File: config.mk
export PLATFORM = sky130hd
export DESIGN_NAME = elastic_fifo
export DESIGN_NICKNAME = d
export VERILOG_FILES = /design/src/rtl/elastic_fifo_pkg.sv /design/src/rtl/elastic_fifo_mem.sv /design/src/rtl/elastic_fifo.sv
export SDC_FILE = /design/constraint.sdc
export NUM_CORES = 1
export LEC_CHECK = 0
export ABC_CLOCK_PERIOD_IN_PS = 3600
export CAP_MARGIN = 20
export CORE_UTILIZATION = 51
export DETAILED_ROUTE_END_ITERATION = 7
export HOLD_SLACK_MARGIN = 0.02
export PLACE_DENSITY = 0.74
export SYNTH_ARGS = -nofsm -noshare
export SYNTH_HDL_FRONTEND = slang
export SYNTH_SLANG_ARGS = --single-unit
File: constraint.sdc
create_clock -name clk_i -period 3.6 [get_ports clk_i]
set_clock_uncertainty 0.2 [all_clocks]
set_input_delay 0.9 -clock clk_i [delete_from_list [all_inputs] [get_ports clk_i]]
set_output_delay 0.9 -clock clk_i [all_outputs]
set_load 0.01 [all_outputs]
File: src/rtl/elastic_fifo_pkg.sv
// ----------------------------------------------------------------------------
// elastic_fifo_pkg
//   Shared helpers for the elastic FIFO used on CGRA interconnect/PE ports.
//   The only content is an elaboration-time sanity check for the FIFO depth.
//   This package adds no typedefs.
//
//   Contents
//     MIN_DEPTH  smallest legal FIFO depth
//     is_pow2()  returns 1 when the argument is a non-zero power of two
// ----------------------------------------------------------------------------
package elastic_fifo_pkg;

    localparam int MIN_DEPTH = 2;

    function automatic bit is_pow2(input int unsigned v);
        return (v != 0) && ((v & (v - 1)) == 0);
    endfunction

endpackage : elastic_fifo_pkg

File: src/rtl/elastic_fifo_mem.sv
// ----------------------------------------------------------------------------
// elastic_fifo_mem
//   Storage array for elastic_fifo. It holds DEPTH words of DATA_WIDTH bits in
//   flops. It has one synchronous write port and one asynchronous read port.
//   Reset and clear both zero every entry, so the head word reads as 0 after
//   either one.
//
//   Ports
//     clk_i    in   1           clock, rising edge
//     rst_ni   in   1           asynchronous active-low reset, zeroes storage
//     clr_i    in   1           synchronous clear, zeroes storage, beats we_i
//     we_i     in   1           write enable
//     waddr_i  in   AW          write address
//     wdata_i  in   DATA_WIDTH  write data
//     raddr_i  in   AW          read address
//     rdata_o  out  DATA_WIDTH  read data (combinational from raddr_i)
// ----------------------------------------------------------------------------
module elastic_fifo_mem #(
    parameter  int DATA_WIDTH = 32,
    parameter  int DEPTH      = 4,
    localparam int AW         = $clog2(DEPTH)
) (
    input  logic                  clk_i,
    input  logic                  rst_ni,
    input  logic                  clr_i,
    input  logic                  we_i,
    input  logic [AW-1:0]         waddr_i,
    input  logic [DATA_WIDTH-1:0] wdata_i,
    input  logic [AW-1:0]         raddr_i,
    output logic [DATA_WIDTH-1:0] rdata_o
);

    logic [DATA_WIDTH-1:0] mem_q [DEPTH];

    always_ff @(posedge clk_i or negedge rst_ni) begin
        if (!rst_ni) begin
            mem_q <= '{default: '0};
        end else if (clr_i) begin
            mem_q <= '{default: '0};
        end else if (we_i) begin
            mem_q[waddr_i] <= wdata_i;
        end
    end

    assign rdata_o = mem_q[raddr_i];

endmodule : elastic_fifo_mem

File: src/rtl/elastic_fifo.sv
// ----------------------------------------------------------------------------
// elastic_fifo
//   Parametrised elastic FIFO, DEPTH entries deep. It sits between PE outputs
//   and switch inputs where more than two slots of slack are needed. Both
//   sides use valid/ready. din_r_o depends only on state and en_i, so no
//   combinational path exists from dout_r_i to din_r_o.
//
//   Build option
//     ELASTIC_FIFO_BYPASS_EN  When defined, an empty FIFO forwards din_i to
//                             dout_o in the same cycle. If dout_r_i is also
//                             high, the word is consumed and never written.
//                             This adds a din_v_i -> dout_v_o combinational
//                             path. When undefined, the outputs come only
//                             from registered state (1-cycle minimum latency).
//
//   Ports
//     clk_i     in   1           clock, rising edge
//     rst_ni    in   1           asynchronous active-low reset
//     clr_i     in   1           synchronous clear, priority over en_i
//     en_i      in   1           global enable; 0 freezes all state
//     din_i     in   DATA_WIDTH  input payload
//     din_v_i   in   1           input valid
//     din_r_o   out  1           input ready
//     dout_o    out  DATA_WIDTH  output payload (head entry)
//     dout_v_o  out  1           output valid
//     dout_r_i  in   1           output ready
//     count_o   out  CNT_W       occupancy, 0..DEPTH
// ----------------------------------------------------------------------------
module elastic_fifo
    import elastic_fifo_pkg::*;
#(
    parameter  int DATA_WIDTH = 32,
    parameter  int DEPTH      = 4,
    localparam int CNT_W      = $clog2(DEPTH + 1)
) (
    input  logic                  clk_i,
    input  logic                  rst_ni,
    input  logic                  clr_i,
    input  logic                  en_i,
    input  logic [DATA_WIDTH-1:0] din_i,
    input  logic                  din_v_i,
    output logic                  din_r_o,
    output logic [DATA_WIDTH-1:0] dout_o,
    output logic                  dout_v_o,
    input  logic                  dout_r_i,
    output logic [CNT_W-1:0]      count_o
);

    localparam int              AW       = $clog2(DEPTH);
    localparam logic [CNT_W-1:0] FULL_CNT = CNT_W'(DEPTH);

    if (!is_pow2(DEPTH) || (DEPTH < MIN_DEPTH)) begin : g_depth_check
        $error("elastic_fifo: DEPTH=%0d must be a power of two and >= 2", DEPTH);
    end

    logic [AW-1:0]         wr_ptr_q;
    logic [AW-1:0]         rd_ptr_q;
    logic [CNT_W-1:0]      count_q;
    logic                  live_q;
    logic                  not_full;
    logic                  not_empty;
    logic                  push;
    logic                  rd_en;
    logic [DATA_WIDTH-1:0] head;

    // live_q stays low while reset is asserted and for the first edge after
    // reset is released. This keeps din_r_o low during reset without a
    // combinational path from rst_ni to an output.
    always_ff @(posedge clk_i or negedge rst_ni) begin
        if (!rst_ni) begin
            live_q <= 1'b0;
        end else begin
            live_q <= 1'b1;
        end
    end

    assign not_full  = (count_q != FULL_CNT);
    assign not_empty = (count_q != '0);

    // When full, din_r_o is low even if a pop happens this cycle. A pop
    // therefore never frees a slot for a push in the same cycle, and ready
    // does not depend on dout_r_i.
    assign din_r_o = en_i & live_q & not_full;

`ifdef ELASTIC_FIFO_BYPASS_EN
    logic byp_active;
    logic byp_take;

    assign byp_active = en_i & live_q & ~not_empty;
    assign byp_take   = byp_active & din_v_i & dout_r_i;

    assign dout_v_o = (en_i & live_q & not_empty) | (byp_active & din_v_i);
    assign dout_o   = byp_active ? din_i : head;

    // A word consumed through the bypass never touches storage.
    assign rd_en = en_i & live_q & not_empty & dout_r_i;
    assign push  = din_v_i & din_r_o & ~byp_take;
`else
    assign dout_v_o = en_i & live_q & not_empty;
    assign dout_o   = head;
    assign rd_en    = dout_v_o & dout_r_i;
    assign push     = din_v_i & din_r_o;
`endif

    // Both pointers are AW bits wide and wrap from DEPTH-1 to 0 on their own.
    // count_q tells full from empty when the pointers are equal.
    always_ff @(posedge clk_i or negedge rst_ni) begin
        if (!rst_ni) begin
            wr_ptr_q <= '0;
            rd_ptr_q <= '0;
            count_q  <= '0;
        end else if (clr_i) begin
            wr_ptr_q <= '0;
            rd_ptr_q <= '0;
            count_q  <= '0;
        end else begin
            if (push) begin
                wr_ptr_q <= wr_ptr_q + 1'b1;
            end
            if (rd_en) begin
                rd_ptr_q <= rd_ptr_q + 1'b1;
            end
            case ({push, rd_en})
                2'b10:   count_q <= count_q + 1'b1;
                2'b01:   count_q <= count_q - 1'b1;
                default: count_q <= count_q;
            endcase
        end
    end

    assign count_o = count_q;

    elastic_fifo_mem #(
        .DATA_WIDTH (DATA_WIDTH),
        .DEPTH      (DEPTH)
    ) u_mem (
        .clk_i   (clk_i),
        .rst_ni  (rst_ni),
        .clr_i   (clr_i),
        .we_i    (push),
        .waddr_i (wr_ptr_q),
        .wdata_i (din_i),
        .raddr_i (rd_ptr_q),
        .rdata_o (head)
    );

endmodule : elastic_fifo

==> flow_summary.toml, run 1 <==
[outcome]
status = "finished, final reports clean"

[synthesis]
ys_ff_latch = 136
yosys_warnings = 0
synth_top_cell_area_share_pct = 53.69
syn_inst = 655
synth_top_area_cell = "dfrtp_1"
yosysSeqAreaShare_pct = 53.69
syn-num-nets = 698
synth_cell_types = 29
synth_area_leaders = "dfrtp_1, nand2_1, mux4_2"
avgSynthCellArea_um2 = 9.677
synth_area_mm2 = 0.006339

[cts]
cts_max_level = 4
root_buffer = "clkbuf_16"
cts_setup_buffers = 0
cts_resized = 0
clkTransAtPathRegs_ns = 0.05
cts_made_buffers = 17
cts.sinks = 136
cts_tree = "built"
clk_latency_ns = 0.41
clockBufferDepth = 2
hold_buffers = 0

[routing]
drt_wl_total_um = 16060
dr.pass1.iters = 5
drtIter0Drc = 538
via_per_inst = 5.665
avgRoutedWirePerCell_um = 17.86
drc = 0
vias = 5093
postRouteAntennaNets = 0

[timing]
post-route-period-util_pct = 92.70
maxSlewViolCount = 0
tightest_slew_ns = 0.6782
fin_tns_setup_ns = 0
rsz0062_at_grt = "no"
hold_violations = 0
finalWorstSetupSlack_ns = 0.2628
min_period_ns = 3.337
fmax_mhz = 299.7
slew_headroom_pct = 54.79
setup_viol = 0

[global_routing]
grt_use_met2_pct = 44.43
grt.total_usage_pct = 27.34
first_global_vias = 5322
grt_use_met3_pct = 6.057
grt_pass1_wl_um = 26850
grt_antenna_before_repair = 0
met1_usage_pct = 36.65
grt_max_degree = 74
grt_overflow = 0
busiest_layer = "met2"

[floorplanning]
die_h_um = 113.5
ioPinCount = 75
design.die.area_mm2 = 0.01288
die_w_um = 113.5
initial_core_util_pct = 52.55
row_count = 40
core_area_mm2 = 0.01206

[job]
cap_violations = 0

[min_path]
min_path_type = "input port to asynchronous set/reset pin"

[place]
dp_slack_ns = 0.2733
gp_congestion = 0.7472
portBuffers = 74
dp_hpwl_um = 9642

[critical_path]
crit_path_max_fanout = 4
crit_path_top_delay_cell = "clkdlybuf4s50_1"
critPathArrivalTime_ns = 2.24
cpPeakStageDelay_ns = 0.54
cp-start-kind = "input port"
critical_path_class = "input port to output pin"
endpoint_kind = "output pin"
cp.required_ns = 2.50
crit_path_cell_trace = "clkdlybuf4s50_1 -> and2_1 -> and2_1 -> clkdlybuf4s50_1"

[final_layout]
nNetsFinal = 762
drive_gt1_share_pct = 12.59
diodes = 0
area_growth_pct = 23.85

[power_and_ir_drop]
pwr_density_cell_mw_per_mm2 = 452.6
peakVddDrop_v = 0.0002981
total_leakage_power_nw = 3.186
## cell usage after synthesis
cell type	number
a2111oi_4	1
a21oi_1	128
and2_1	3
and3_1	5
buf_2	24
clkbuf_1	29
conb_1	1
dfrtp_1	136
fa_1	1
ha_1	4
inv_1	3
mux2_4	1
mux2i_1	3
mux4_2	32
nand2_1	258
nand2b_1	3
nand3_1	5
nand4b_1	1
nor2_1	5
nor2b_1	1
nor2b_2	1
nor3_1	2
nor3b_1	1
o2111ai_1	1
o311a_1	1
o311ai_1	1
or3b_4	1
xnor2_1	1
xor2_1	2
## final cells by class
cell class	instances	area, um2
repair buffers	98	932.1
inverters	3	11.26
well taps	168	210.2
multi-input cells	463	2695
clock buffers	22	474.2
clock inverters	9	122.6
fillers	997	4212
flip-flops and latches	136	3405
## cells in the final DEF (no fill, tap or decap), drive strengths merged, types with 2 or more instances in the layout
cell / n
nor2: 5
inv: 3
mux4: 32
ha: 4
buf: 26
nand3: 5
and3: 5
clkinv: 5
a21oi: 128
nor2b: 2
and2: 3
mux2i: 3
clkbuf: 22
xor2: 2
bufinv: 3
dfrtp: 136
clkdlybuf4s50: 72
nand2b: 3
nor3: 2
nand2: 258
## per-stage QoR
stage | utilization [%] | std cells | cell area, um2 | power [mW] | hold slack [ns]
global placement | 60.13 | 868 | 7253 | 1.815 | 0.3054
floorplan | - | 655 | 6339 | 1.676 | 0.2974
detailed placement | 60.13 | 868 | 7253 | 1.822 | 0.3116
finish | 65.08 | 899 | 7850 | 3.553 | 0.2864
global route | 65.08 | 899 | 7850 | 3.666 | 0.3373
CTS | 65.08 | 899 | 7850 | 3.576 | 0.3176
## power by group
part | total, mW | internal, mW | switching (mW)
clock | 1.76 | 1.13 | 0.623
combinational | 0.237 | 0.101 | 0.136
sequential | 1.56 | 1.55 | 0.0117
## critical path, delay by kind of cell
kind,cells,cell delay [ns]
buffers and inverters,2,1.05
and+or+nand+nor,2,0.30
## registers in the layout (all words and copies together) (netlist names)
name         flops
count_o          3
live_q           1
rd_ptr_q         2
u_mem.mem_q    128
wr_ptr_q         2
## path summary, 6_finish.rpt
kind                       slack [ns]  cells past startpoint                            to                         from
max                              0.26                      4                       din_r_o                         en_i
min                              0.29                      1  u_mem.mem_q[111]$_DFFE_PN0P_                       rst_ni
max reg2reg                      1.14                      6        count_o[2]$_DFFE_PN0P_       count_o[0]$_DFFE_PN0P_
min reg2reg                      0.32                      2   u_mem.mem_q[30]$_DFFE_PN0P_  u_mem.mem_q[30]$_DFFE_PN0P_
max in group asynchronous        2.12                      2   u_mem.mem_q[30]$_DFFE_PN0P_                       rst_ni
min in group clk_i               0.32                      2   u_mem.mem_q[30]$_DFFE_PN0P_  u_mem.mem_q[30]$_DFFE_PN0P_
## per-layer routing
layer	vias up	part of all wire [%]
li1	2321	-
met1	2557	42
met2	186	50
met3	29	6.2
met4	0	1.8
met5	-	0
## cells by family after synthesis
group / after synthesis / synth area share [%]
buffers and inverters: 56 / 3.790
AOI/OAI and AO/OA: 132 / 10.98
muxes: 36 / 12.08
xor gates and xnor gates: 3 / 0.4146
DFF: 136 / 53.69
other: 1 / 0.05916
and+or+nand+nor: 286 / 17.88
adders and majority gates: 5 / 1.105
Note: power is estimated with default switching activity, not from simulation.
==> run 2, diff against run 1 <==
- PLACE_DENSITY: 0.74 -> 0.73
- SYNTH_HIERARCHICAL: default -> 1
==> flow_summary.toml, run 2 <==
[outcome]
status = "finished, final reports clean"

[cts]
clkTransAtPathRegs_ns = 0.06
cts_made_buffers = 17
hold_buffers = 0
cts_tree = "built"
cts.sinks = 136
cts_resized = 0
clk_latency_ns = 0.42
cts_max_level = 4
cts_setup_buffers = 0
root_buffer = "clkbuf_16"
clockBufferDepth = 2

[synthesis]
syn-num-nets = 573
ys_ff_latch = 136
synth_common_cells = "nand2b_1, dfrtp_1, mux2i_1"
syn_inst = 534
synth_ff_type = "dfrtp_1"
synth_cell_types = 33
synth_area_mm2 = 0.006988
synth-async-reset-ratio_pct = 100.0
synth_top_cell_area_share_pct = 48.70
synth_edf_count = 0
avgSynthCellArea_um2 = 13.09
yosysSeqAreaShare_pct = 48.70
synth_top_area_cell = "dfrtp_1"
synth_area_leaders = "dfrtp_1, mux2i_1, nand2b_1"
yosys_warnings = 6
yosysMostFrequentCell = "nand2b_1"

[timing]
rsz0062_at_grt = "no"
slew_headroom_pct = 43.31
fin_tns_setup_ns = 0
fmax_mhz = 298.2
post-route-period-util_pct = 93.14
tightest_slew_ns = 0.8504
setup_viol = 0
min_period_ns = 3.353
hold_violations = 0
maxSlewViolCount = 0

[routing]
drtIter0Drc = 240
avgRoutedWirePerCell_um = 17.75
postRouteAntennaNets = 0
dr.pass1.iters = 4
via_per_inst = 5.406
drc = 0
drt_wl_total_um = 14040
vias = 4276

[floorplanning]
die_w_um = 119.1
die_h_um = 119.1
initial_core_util_pct = 52.56
row_count = 42
core_area_mm2 = 0.01330
ioPinCount = 75
design.die.area_mm2 = 0.01417

[global_routing]
grt_max_degree = 96
first_global_vias = 4584
grt_overflow = 0
grt_pass1_wl_um = 23490
grt_antenna_before_repair = 0
grt.total_usage_pct = 21.70

[critical_path]
cp-start-kind = "register"
cpPeakStageDelay_ns = 0.58
crit_path_cell_trace = "buf_4 -> mux4_2 -> clkdlybuf4s50_1"
crit_path_top_delay_cell = "mux4_2"
endpoint_kind = "output pin"
path_buf_inv = 2
crit_path_max_fanout = 17
rrSetupSlack_ns = 1.17
critPathArrivalTime_ns = 2.25
cp.required_ns = 2.50
reg2reg_depth = 7
crit_cells = 3
critPathTopFamily = "buffers and inverters"
critical_path_class = "register to output pin"

[power_and_ir_drop]
power_mw = 3.573
total_leakage_power_nw = 4.084
pwr_density_cell_mw_per_mm2 = 421.9
peakVddDrop_v = 0.0003662

[final_layout]
nNetsFinal = 641
final_common_cell = "nand2b_1"
drive_gt1_share_pct = 14.80
diodes = 0
largest_reg_flops = 128
area_growth_pct = 21.18
largest-register = "u_mem/mem_q"
layout_common_cells = "nand2b_1, dfrtp_1, mux2i_1"

[place]
portBuffers = 74
gp_congestion = 0.7378
dp_hpwl_um = 8521

[min_path]
min_delay_path_depth = 2
min_path_type = "register to register"

[job]
cap_violations = 0
run 2: cell types whose count changed after synthesis, moves of 4 or more:
| cell | previous run | this run |
|---|---|---|
| buf_2 | 24 | 6 |
| nand2b_1 | 3 | 162 |
| nand2_1 | 258 | 2 |
| clkbuf_1 | 29 | 16 |
| buf_4 | 0 | 9 |
| a21oi_1 | 128 | 0 |
| ha_1 | 4 | 0 |
| buf_1 | 0 | 4 |
| and3_1 | 5 | 0 |
| mux2i_1 | 3 | 129 |
run 2: per-stage QoR:
stage	setup WS [ns]	cells	instance area [um2]	hold slack, ns	utilization [%]
finish	0.2470	791	8468	0.3404	63.69
global route	0.1385	791	8468	0.3579	63.69
detailed placement	0.2542	759	7871	0.3315	59.20
global placement	0.3058	759	7871	0.3228	59.20
CTS	0.1906	791	8468	0.3423	63.69
floorplan	0.9067	534	6988	0.3102	-
run 2: per-layer routing:
| metal | vias to the layer above | track usage, % | share of wire, % |
|---|---|---|---|
| li1 | 1978 | - | - |
| met5 | - | 0 | 0 |
| met4 | 0 | 6.725 | 1.2 |
| met2 | 67 | 35.03 | 50 |
| met3 | 15 | 6.226 | 3.5 |
| met1 | 2216 | 28.33 | 45 |
run 2: path summary, 6_finish.rpt:
check                                       startpoint                            to
max                            rd_ptr_q[0]$_DFFE_PN0P_                    dout_o[13]
min in group asynchronous                       rst_ni        count_o[2]$_DFFE_PN0P_
max in group asynchronous                       rst_ni  u_mem/mem_q[104]$_DFFE_PN0P_
min                        u_mem/mem_q[18]$_DFFE_PN0P_   u_mem/mem_q[18]$_DFFE_PN0P_
max reg2reg                     count_o[0]$_DFFE_PN0P_        count_o[2]$_DFFE_PN0P_
min reg2reg                u_mem/mem_q[18]$_DFFE_PN0P_   u_mem/mem_q[18]$_DFFE_PN0P_
run 2: tightest hold or removal path, delay by kind of cell, from the launching register on:
kind / cells / cell delay, ns
and+or+nand+nor: 1 / 0.07
muxes: 1 / 0.06
DFF: 1 / 0.37
run 2: power by group:
group / switching (mW) / internal [mW]
combinational: 0.128 / 0.140
sequential: 0.0146 / 1.55
clock: 0.644 / 1.10
run 2: area by class of cell:
type | count | area [um2]
Clock buffer | 19 | 442.9
Timing Repair Buffer | 87 | 874.6
Fill cell | 1033 | 4827
Sequential cell | 136 | 3406
Tap cell | 176 | 220.2
Clock inverter | 13 | 153.9
Multi-Input combinational cell | 360 | 3371
run 2: cell families after synthesis:
| logic type | count (synthesis) | synth area share (%) |
|---|---|---|
| AO/OA/AOI/OAI | 2 | 0.5192 |
| buffers and inverters | 38 | 3.062 |
| XOR/XNOR | 5 | 0.8954 |
| AND/OR/NAND/NOR | 188 | 17.31 |
| other | 1 | 0.05366 |
| multiplexers | 163 | 29.17 |
| adder cells (fa/ha/maj) | 1 | 0.2865 |
| flip-flops | 136 | 48.70 |
